==> src/rtl/f32_to_rec_fn_pipe.sv <==
// Two-stage binary32 -> 33-bit recoded-float converter with valid/ready on both sides.
// Stage 1 splits the operand and finds the subnormal normalisation distance; stage 2 builds the recoded word.
module f32_to_rec_fn_pipe #(
  parameter int TAG_W = 8
) (
  input  logic             clock,
  input  logic             reset,
  input  logic             in_valid,
  output logic             in_ready,
  input  logic [31:0]      in_bits,
  input  logic [TAG_W-1:0] in_tag,
  output logic             out_valid,
  input  logic             out_ready,
  output logic [32:0]      out_bits,
  output logic [TAG_W-1:0] out_tag,
  output logic             out_is_snan,
  output logic             out_is_subnormal
);

  function automatic logic [4:0] clz23(input logic [22:0] f);
    logic [4:0] n;
    n = 5'd22;
    for (int i = 0; i < 23; i++) begin
      if (f[i]) n = 5'(22 - i);
    end
    return n;
  endfunction

  function automatic logic [8:0] rec_exp(input logic [8:0] adj, input logic is_zero,
                                         input logic is_nan);
    // Zero clears the three class bits; NaN sets the lowest of them on top of the Inf code.
    return {(adj[8:6] & ~{3{is_zero}}) | {2'b00, is_nan}, adj[5:0]};
  endfunction

  logic             vld_p1_q, vld_p1_d, vld_p2_q, vld_p2_d;
  logic             en1, en2;

  logic             sign_p1_q, sign_p1_d, zexp_p1_q, zexp_p1_d, zfract_p1_q, zfract_p1_d;
  logic [7:0]       exp_p1_q, exp_p1_d;
  logic [22:0]      fract_p1_q, fract_p1_d;
  logic [4:0]       norm_p1_q, norm_p1_d;
  logic [TAG_W-1:0] tag_p1_q, tag_p1_d;

  logic [32:0]      bits_p2_q, bits_p2_d;
  logic             snan_p2_q, snan_p2_d, sub_p2_q, sub_p2_d;
  logic [TAG_W-1:0] tag_p2_q, tag_p2_d;

  logic [22:0]      sub_fract;
  logic [8:0]       adj;
  logic             is_zero, is_special, is_nan;

  always_comb begin
    en2      = ~vld_p2_q | out_ready;
    en1      = ~vld_p1_q | en2;
    vld_p1_d = en1 ? in_valid : vld_p1_q;
    vld_p2_d = en2 ? vld_p1_q : vld_p2_q;

    // ---- stage 1: split operand, leading-zero count of the fraction ----
    sign_p1_d   = sign_p1_q;
    exp_p1_d    = exp_p1_q;
    fract_p1_d  = fract_p1_q;
    norm_p1_d   = norm_p1_q;
    zexp_p1_d   = zexp_p1_q;
    zfract_p1_d = zfract_p1_q;
    tag_p1_d    = tag_p1_q;
    if (in_valid & en1) begin
      sign_p1_d   = in_bits[31];
      exp_p1_d    = in_bits[30:23];
      fract_p1_d  = in_bits[22:0];
      norm_p1_d   = clz23(in_bits[22:0]);
      zexp_p1_d   = (in_bits[30:23] == 8'd0);
      zfract_p1_d = (in_bits[22:0] == 23'd0);
      tag_p1_d    = in_tag;
    end

    // ---- stage 2: exponent adjust, normalised subnormal fraction, class flags ----
    sub_fract  = (fract_p1_q << norm_p1_q) << 1;
    adj        = (zexp_p1_q ? ({4'd0, norm_p1_q} ^ 9'h1FF) : {1'b0, exp_p1_q})
               + (zexp_p1_q ? 9'd130 : 9'd129);
    is_zero    = zexp_p1_q & zfract_p1_q;
    is_special = (adj[8:7] == 2'b11);
    is_nan     = is_special & ~zfract_p1_q;

    bits_p2_d = bits_p2_q;
    snan_p2_d = snan_p2_q;
    sub_p2_d  = sub_p2_q;
    tag_p2_d  = tag_p2_q;
    if (vld_p1_q & en2) begin
      bits_p2_d = {sign_p1_q, rec_exp(adj, is_zero, is_nan),
                   zexp_p1_q ? sub_fract : fract_p1_q};
      snan_p2_d = is_nan & ~fract_p1_q[22];
      sub_p2_d  = zexp_p1_q & ~zfract_p1_q;
      tag_p2_d  = tag_p1_q;
    end
  end

  always_ff @(posedge clock or negedge reset) begin
    if (!reset) begin
      vld_p1_q <= 1'b0;
      vld_p2_q <= 1'b0;
    end else begin
      vld_p1_q <= vld_p1_d;
      vld_p2_q <= vld_p2_d;
    end
  end

  always_ff @(posedge clock) begin
    sign_p1_q   <= sign_p1_d;
    exp_p1_q    <= exp_p1_d;
    fract_p1_q  <= fract_p1_d;
    norm_p1_q   <= norm_p1_d;
    zexp_p1_q   <= zexp_p1_d;
    zfract_p1_q <= zfract_p1_d;
    tag_p1_q    <= tag_p1_d;
    bits_p2_q   <= bits_p2_d;
    snan_p2_q   <= snan_p2_d;
    sub_p2_q    <= sub_p2_d;
    tag_p2_q    <= tag_p2_d;
  end

  // ---- output boundary ----
  assign in_ready         = en1;
  assign out_valid        = vld_p2_q;
  assign out_bits         = bits_p2_q;
  assign out_tag          = tag_p2_q;
  assign out_is_snan      = snan_p2_q;
  assign out_is_subnormal = sub_p2_q;

endmodule

==> config.mk <==
export PLATFORM = sky130hd
export DESIGN_NAME = f32_to_rec_fn_pipe
export DESIGN_NICKNAME = d
export VERILOG_FILES = /design/src/rtl/f32_to_rec_fn_pipe.sv
export SDC_FILE = /design/constraint.sdc
export NUM_CORES = 1
export LEC_CHECK = 0
export CORE_ASPECT_RATIO = 0.75
export CORE_MARGIN = 4
export CORE_UTILIZATION = 47
export DETAILED_ROUTE_END_ITERATION = 10
export PLACE_DENSITY = 0.75
export RECOVER_POWER = 25
export SLEW_MARGIN = 30
export SYNTH_ARGS = -nofsm -noshare
export SYNTH_HDL_FRONTEND = slang
export SYNTH_SLANG_ARGS = --single-unit
==> constraint.sdc <==
create_clock -name clock -period 2.6 [get_ports clock]
set_clock_uncertainty 0.1 [all_clocks]
set_input_delay 0.65 -clock clock [delete_from_list [all_inputs] [get_ports clock]]
set_output_delay 0.65 -clock clock [all_outputs]
set_load 0.01 [all_outputs]
After elaboration in Yosys (flattened, before gate mapping)

Index checks and enable logic that the tools add are counted.
Widths: inputs -> output; s select.

Logic and storage cells: 67
Register bits: 92
Output and inout port bits: 45
Input bits: 44

Bitwise logic cells: 16
Shift operators: 1
Mux-type cells: 24
Equality and inequality tests: 1
Reductions and logical operators: 6
Add/sub/neg operators: 1

Operators by type and width:

| kind               | count |
|---|---|
| $mux 4             | 8 |
| $mux 5             | 5 |
| $logic_not 23->1   | 1 |
| $mux 23            | 1 |
| $shl 23x5->22      | 1 |
| $reduce_or 16->1   | 1 |
| $mux 3             | 4 |
| $add 9x8->9        | 1 |
| $mux 9             | 1 |
| $not 5->9          | 1 |
| $logic_not 8->1    | 1 |
| $mux 2             | 4 |
| $reduce_or 8->1    | 1 |
| $and 1x1->1        | 6 |
| $not 1->1          | 4 |
| $reduce_or 4->1    | 1 |
| $and 3x3->3        | 1 |
| $not 3->3          | 1 |
| $or 3x1->3         | 1 |
| $eq 2x2->1 const B | 1 |
| $or 1x1->1         | 2 |
| $reduce_or 2->1    | 1 |
| $mux 1             | 1 |

Depth between registers and ports, before layout

Gate-level depths: netlist of the first run.

Depth after elaboration: 21
Depth in mapped cells: 9
Mapped depth without buffers: 7

Least setup slack after synthesis of the first run

No wires, ideal clock.

Path type: input -> register
Start: input out_ready
End: register exp_p1_q[0] (enable)
Library setup time: 409 ps
Path buffers: 0
Arrival time: 1991 ps
Setup slack: 100 ps
Stages: 2
Data required time: 2091 ps
Path through: nand3b_1 -> and2_1

Longest elaborated chain between the ends: 3

RTL lines:

| what                 | RTL line | text |
|---|---|---|
| start, declared      | 13       | `input logic out_ready,` |
| $or 1x1->1           | 53       | `en2 = ~vld_p2_q \| out_ready;` |
| $or 1x1->1           | 54       | `en1 = ~vld_p1_q \| en2;` |
| $and 1x1->1          | 66       | `if (in_valid & en1) begin` |
| end signal, assigned | 109      | `exp_p1_q <= exp_p1_d;` |
| end, declared        | 39       | `logic [7:0] exp_p1_q, exp_p1_d;` |

Every way passes these cells.
A chain may end at the register's enable or synchronous reset.

Worst setup path after layout of the first run

Start: register zexp_p1_q
End: register snan_p2_q (netlist: out_is_snan) (data pin)

Longest elaborated chain between the ends: 5
Elaborated cells between the ends (all ways): 6
Classes of those cells: add/sub (1); eq/ne (1); mux (2); bitwise (2)

RTL lines:

| what                             | RTL line | text |
|---|---|---|
| start, declared                  | 38       | `logic sign_p1_q, sign_p1_d, zexp_p1_q, zexp_p1_d, zfract_p1_q, zfract_p1_d;` |
| start signal, assigned           | 112      | `zexp_p1_q <= zexp_p1_d;` |
| $mux 9 or $mux 2 (tied branches) | 78, 79   |  |
| $add 9x8->9 *                    | 79       | `+ (zexp_p1_q ? 9'd130 : 9'd129);` |
| $eq 2x2->1 *                     | 81       | `is_special = (adj[8:7] == 2'b11);` |
| $and 1x1->1 *                    | 82       | `is_nan = is_special & ~zfract_p1_q;` |
| $and 1x1->1 *                    | 91       | `snan_p2_d = is_nan & ~fract_p1_q[22];` |
| end signal, assigned             | 116      | `snan_p2_q <= snan_p2_d;` |
| end, declared                    | 45       | `logic snan_p2_q, snan_p2_d, sub_p2_q, sub_p2_d;` |

Every way passes the cells marked *; elsewhere a longest branch is shown, timed or not.

==> results.sh, run 1 <==
export IMPL_dp_hpwl_microns=7930
export IMPL_synth_cells=333
export IMPL_antenna_cells=0
export IMPL_insertion_delay_ps=340
export IMPL_core_area_sq_um=9200
export IMPL_max_cap_violations=0
export IMPL_rsz0062_at_grt="no"
export IMPL_r2r_start="zexp_p1_q$_DFFE_PP_"
export IMPL_synth_flop_cell="edfxtp_1"
export IMPL_required_ps=2640
export IMPL_hold_path_startpoint="tag_p1_q[0]$_DFFE_PP_"
export IMPL_yosys_area_top_type="edfxtp_1"
export IMPL_cts_buffer_depth=2
export IMPL_r2r_slack_ps=180
export IMPL_slew_headroom_pct=65.8
export IMPL_globalplace_congestion=0.882
export IMPL_synth_area_sq_um=4520
export IMPL_final_common_cell="edfxtp_1"
export IMPL_rows=30
export IMPL_crit_path_max_fanout=8
export IMPL_final_nets=473
export IMPL_synth_area_leaders="edfxtp_1 (60%), mux4_2 (7.5%), mux2i_1 (3.5%)"
export IMPL_min_path_type="flop to flop"
export IMPL_cts_tree="yes"
export IMPL_dr_pass1_iters=4
export IMPL_syn2layout_area_growth_pct=30.8
export IMPL_ys_warnings_count=0
export IMPL_tns_ps=0
export IMPL_dieArea_sq_um=11300
export IMPL_hold_viol=0
export IMPL_ant_nets=0
export IMPL_grt_overflow_total=0
export IMPL_wl_per_cell_microns=19.1
export IMPL_arrival_ps=2450
export IMPL_die_y_microns=93.0
export IMPL_grt_pass1_vias=3097
export IMPL_grt_pass1_wl_microns=17000
export IMPL_cts_buffers=9
export IMPL_endpoint_kind="flop"
export IMPL_place_area_sq_um=5610
export IMPL_r2r_end="out_is_snan$_DFFE_PP_"
export IMPL_p_leak_uw=0.00207
export IMPL_fin_ws_ps=185
export IMPL_cts_sinks=92
export IMPL_yosys_area_top_type_share_pct=59.8
export IMPL_worstMarginPinSlew_ps=500
export IMPL_worstHoldEndpoint="out_tag[0]$_DFFE_PP_"
export IMPL_synth_edf_count=90
export IMPL_fmax_mhz=414
export IMPL_ios=89
export IMPL_die_x_microns=121
export IMPL_io_buffers=88
export IMPL_holdBufCountCts=0
export IMPL_status="complete, no violations"
export IMPL_finalInstanceArea_sq_um=5920
export IMPL_setup_worst_path_start_class="flop"
export IMPL_vias_per_cell=5.70
export IMPL_min_period_ps=2420
export IMPL_layout_drive_gt1_share_pct=12.7
export IMPL_ir_drop_mv=0.256
export IMPL_pwr_density_cell_nw_per_um2=635
export IMPL_antenna_found_initial=0
export IMPL_finalWirelength_microns=10700
export IMPL_path_class="flop to flop"
export IMPL_final_cells=561
export IMPL_async_flop_share_pct=2.17
export IMPL_final_cell_mix="edfxtp_1 (90), clkdlybuf4s50_1 (45), dlygate4sd3_1 (42), nand2_1 (31), nor2_1 (21)"
export IMPL_place_inst=545
export IMPL_whs_path_depth=0
export IMPL_start_util_pct=49.2
export IMPL_drc=0
export IMPL_syn_avg_cell_area_sq_um=13.6
export IMPL_htree_levels=3
export IMPL_yosysUniqueCellTypes=58
export IMPL_slew_viol_final=0
export IMPL_finalCritPeriodShare_pct=92.9
export IMPL_clk_pin_slew_ps=60
export IMPL_synth_seq_cells=92
export IMPL_root_buffer="clkbuf_16"
export IMPL_place_ws_ps=56.7
export IMPL_drtIter0Drc=288
export IMPL_finalSetupViolCount=0
export IMPL_track_usage_pct=19.7
export IMPL_grt_max_degree=40
export IMPL_num_vias=3195
export IMPL_rr_worst_depth=7
export IMPL_ys_seq_area_share_pct=60.9
export IMPL_synth_nets=378
==> sequential cells by signal, summed over array words and instances (netlist names), 5 cells and up <==
signal	cells
norm_p1_q	5
out_tag	8
tag_p1_q	8
out_bits	33
exp_p1_q	8
fract_p1_q	23
==> through the flow <==
| step | total power, uW | hold slack, ps | utilization [%] |
|---|---|---|---|
| floorplan | 2170 | 254 | - |
| global placement | 2470 | 301 | 61.0 |
| detailed placement | 2490 | 307 | 61.0 |
| CTS | 3790 | 322 | 64.3 |
| global route | 3900 | 328 | 64.3 |
| finish | 3760 | 322 | 64.3 |
==> area by class of cell <==
cell class              instances  area (sq um)
well taps                     128           160
clock buffers                   9           225
fillers                       717          3280
inverters                       9          33.8
multi-input cells             216          1660
clock inverters                 7          73.8
flip-flops and latches         92          2750
repair buffers                100          1010
==> logic make-up after synthesis <==
| kind of cell | count (synthesis) | synth area share [%] |
|---|---|---|
| and+or+nand+nor | 99 | 11.3 |
| xor gates and xnor gates | 6 | 1.16 |
| buffers and inverters | 25 | 2.60 |
| DFF | 92 | 60.9 |
| muxes | 37 | 12.5 |
| adders and majority gates | 1 | 0.277 |
| AOI/OAI and AO/OA | 73 | 11.3 |
==> worst max path at each step <==
stage | depth (start not counted) | end | slack [ps] | start
2_1_floorplan | 2 | exp_p1_q[0]$_DFFE_PP_ | 100 | out_ready
3_3_place_gp | 3 | in_ready | 60 | out_ready
3_5_place_dp | 3 | in_ready | 60 | out_ready
4_1_cts | 3 | in_ready | 50 | out_ready
5_1_grt | 7 | out_is_snan$_DFFE_PP_ | 20 | zexp_p1_q$_DFFE_PP_
6_report | 7 | out_is_snan$_DFFE_PP_ | 180 | zexp_p1_q$_DFFE_PP_
==> Yosys cell counts (all sizes together), types with 3 or more instances <==
library cell  instances
nor4                  6
o22ai                 3
o2bb2ai              11
xnor2                 3
a31oi                 4
xor2                  3
edfxtp               90
nor2                 22
mux2                  6
a21oi                15
nor3                  6
buf                  10
inv                   9
clkbuf                6
and2                  6
mux2i                16
a22o                  4
nor2b                 8
nand2b               10
o221ai                4
nand2                31
mux4                 15
o21ai                15
==> routing by layer <==
layer / global-route usage [%] / vias up / routed length (microns) / part of all wire [%]
met2: 28.7 / 144 / 4790 / 45
met1: 30.3 / 1538 / 5050 / 47
li1: - / 1500 / - / -
met4: 5.32 / 0 / 128 / 1.2
met3: 3.91 / 13 / 765 / 7.1
met5: 0 / - / 0 / 0
==> report_power, final <==
group	leakage, uW	internal, uW	switching [uW]
combinational	0.00103	310	300
clock	0.000148	752	558
sequential	0.000893	1770	68.4
total	0.00207	2830	926
==> worst max-delay path, stage by stage, from the launching register on <==
cell       delay, ps
edfxtp_1         500
mux2_2           270
ha_1             190
nor2b_1           80
o22a_1           240
nor3_2           260
o2111ai_1        170
a2111oi_2        400
==> what timing repair did <==
action	4_1_cts	5_1_grt
endpoints found under the setup margin	0	2
gates resized for setup	0	2
buffers inserted	0	0
Note: power is estimated with default switching activity, not from simulation.
==> inputs of run 2 (changes only) <==
--- a/config.mk
+++ b/config.mk
@@ -6,10 +6,10 @@
 export NUM_CORES = 1
 export LEC_CHECK = 0
 export CORE_ASPECT_RATIO = 0.75
-export CORE_MARGIN = 4
 export CORE_UTILIZATION = 47
 export DETAILED_ROUTE_END_ITERATION = 10
-export PLACE_DENSITY = 0.75
+export DONT_BUFFER_PORTS = 1
+export PLACE_DENSITY = 0.62
 export RECOVER_POWER = 25
 export SLEW_MARGIN = 30
 export SYNTH_ARGS = -nofsm -noshare
==> results.sh, run 2 (synthesis results as in run 1) <==
export IMPL_status="complete, no violations"
export IMPL_switching_share_pct=24.7
export IMPL_cts_resized=0
export IMPL_switchingPower_uw=886
export IMPL_arrival_ps=2390
export IMPL_cts_tree="yes"
export IMPL_path_class="flop to flop"
export IMPL_ir_drop_mv=0.493
export IMPL_drtIter0Drc=297
export IMPL_required_ps=2630
export IMPL_antenna_found_initial=0
export IMPL_grt_pass1_vias=2668
export IMPL_r2r_start="zexp_p1_q$_DFFE_PP_"
export IMPL_root_buffer="clkbuf_16"
export IMPL_globalplace_congestion=0.894
export IMPL_finalWirelength_microns=9500
export IMPL_rsz0062_at_grt="no"
export IMPL_r2r_end="out_is_snan$_DFFE_PP_"
export IMPL_syn2layout_area_growth_pct=11.1
export IMPL_ant_nets=0
export IMPL_core_area_sq_um=9200
export IMPL_layout_drive_gt1_share_pct=15.1
export IMPL_cts_sinks=92
export IMPL_final_cell_mix="edfxtp_1 (90), nand2_1 (31), nor2_1 (21), mux2i_1 (16)"
export IMPL_combPwrFrac_pct=10.6
export IMPL_tns_ps=0
export IMPL_insertion_delay_ps=340
export IMPL_hold_viol=0
export IMPL_grt_pass1_wl_microns=14800
export IMPL_slew_headroom_pct=61.1
export IMPL_slew_viol_final=0
export IMPL_max_cap_violations=0
export IMPL_p_clk_share_pct=37.1
export IMPL_min_period_ps=2360
export IMPL_finalSetupViolCount=0
export IMPL_rr_worst_depth=7
export IMPL_drc=0
export IMPL_worstMarginPinSlew_ps=584
export IMPL_final_nets=385
export IMPL_fmax_mhz=423
export IMPL_whs_path_depth=0
export IMPL_htree_levels=3
export IMPL_final_common_cell="edfxtp_1"
export IMPL_die_x_microns=115
export IMPL_track_usage_pct=20.2
export IMPL_dr_pass1_iters=5
export IMPL_ios=89
export IMPL_io_buffers=0
export IMPL_fill_cells=770
export IMPL_hold_path_startpoint="in_bits[30]"
export IMPL_worstHoldEndpoint="exp_p1_q[7]$_DFFE_PP_"
export IMPL_clk_pin_slew_ps=70
export IMPL_seq_power_share_pct=52.3
export IMPL_finalCritPeriodShare_pct=90.8
export IMPL_setup_worst_path_start_class="flop"
export IMPL_endpoint_kind="flop"
export IMPL_p_leak_uw=0.00170
export IMPL_wl_per_cell_microns=20.1
export IMPL_grt_max_degree=48
export IMPL_start_util_pct=49.2
export IMPL_cts_buffers=9
export IMPL_min_path_type="primary input to flop"
export IMPL_finalInstanceArea_sq_um=5020
export IMPL_r2r_slack_ps=240
export IMPL_die_y_microns=87.0
export IMPL_place_area_sq_um=4710
export IMPL_crit_path_max_fanout=4
export IMPL_cts_buffer_depth=2
export IMPL_vias_per_cell=5.97
export IMPL_p_int_uw=2700
export IMPL_dp_hpwl_microns=7000
export IMPL_num_vias=2824
export IMPL_rows=30
export IMPL_dieArea_sq_um=10000
export IMPL_largest_reg_flops=33
export IMPL_antenna_cells=0
export IMPL_pwr_density_cell_nw_per_um2=714
export IMPL_grt_overflow_total=0
-- run 2: area by class of cell --
class / count / area [sq um] / area share [%]
clock inverter: 7 / 81.3 / 1.62
timing repair buffer: 12 / 114 / 2.27
sequential: 92 / 2750 / 54.8
tap: 128 / 160 / 3.19
inverter: 9 / 33.8 / 0.672
multi-input combinational: 216 / 1660 / 33.0
clock buffer: 9 / 225 / 4.48
-- run 2: power groups by stage --
stage	clock, uW	sequential, uW	combinational [uW]
2_1_floorplan	0	1880	297
3_3_place_gp	0	1900	380
3_5_place_dp	0	1910	381
4_1_cts	1360	1870	384
5_1_grt	1410	1890	420
6_report	1330	1880	382
-- run 2: timing repair --
item	in CTS	in global routing
setup buffers	0	0
endpoints found under the hold margin	2	0
hold buffers	1	0
-- run 2: routing by layer --
layer	vias to the layer above	GRT usage (%)	part of all wire (%)
met4	0	5.55	0.83
li1	1315	-	-
met5	-	0	0
met1	1352	30.8	49
met2	148	27.1	41
met3	9	6.89	8.6
-- run 2: worst max-delay path, cell delays in order, from the launching register on --
cell       delay [ps]
edfxtp_1          440
mux2_2            270
ha_1              190
nor2b_1            80
o22a_1            240
nor3_2            270
o2111ai_1         160
a2111oi_1         400
-- run 2: worst max path at each step --
stage | endpoint | from | slack (ps)
2_1_floorplan | exp_p1_q[0]$_DFFE_PP_ | out_ready | 100
6_report | out_is_snan$_DFFE_PP_ | zexp_p1_q$_DFFE_PP_ | 240
3_5_place_dp | out_is_snan$_DFFE_PP_ | zexp_p1_q$_DFFE_PP_ | 280
4_1_cts | out_is_snan$_DFFE_PP_ | zexp_p1_q$_DFFE_PP_ | 240
3_3_place_gp | out_is_snan$_DFFE_PP_ | zexp_p1_q$_DFFE_PP_ | 380
5_1_grt | out_is_snan$_DFFE_PP_ | zexp_p1_q$_DFFE_PP_ | 70
-- run 2: stage by stage --
stage / hold slack [ps] / util, % / total power, uW / cells / setup slack (ps)
2_1_floorplan: 254 / - / 2170 / 333 / 99.7
3_3_place_gp: 254 / 51.2 / 2280 / 456 / 380
3_5_place_dp: 254 / 51.2 / 2290 / 456 / 278
4_1_cts: 286 / 54.7 / 3620 / 473 / 244
5_1_grt: 281 / 54.6 / 3710 / 473 / 71.1
6_report: 297 / 54.6 / 3590 / 473 / 238
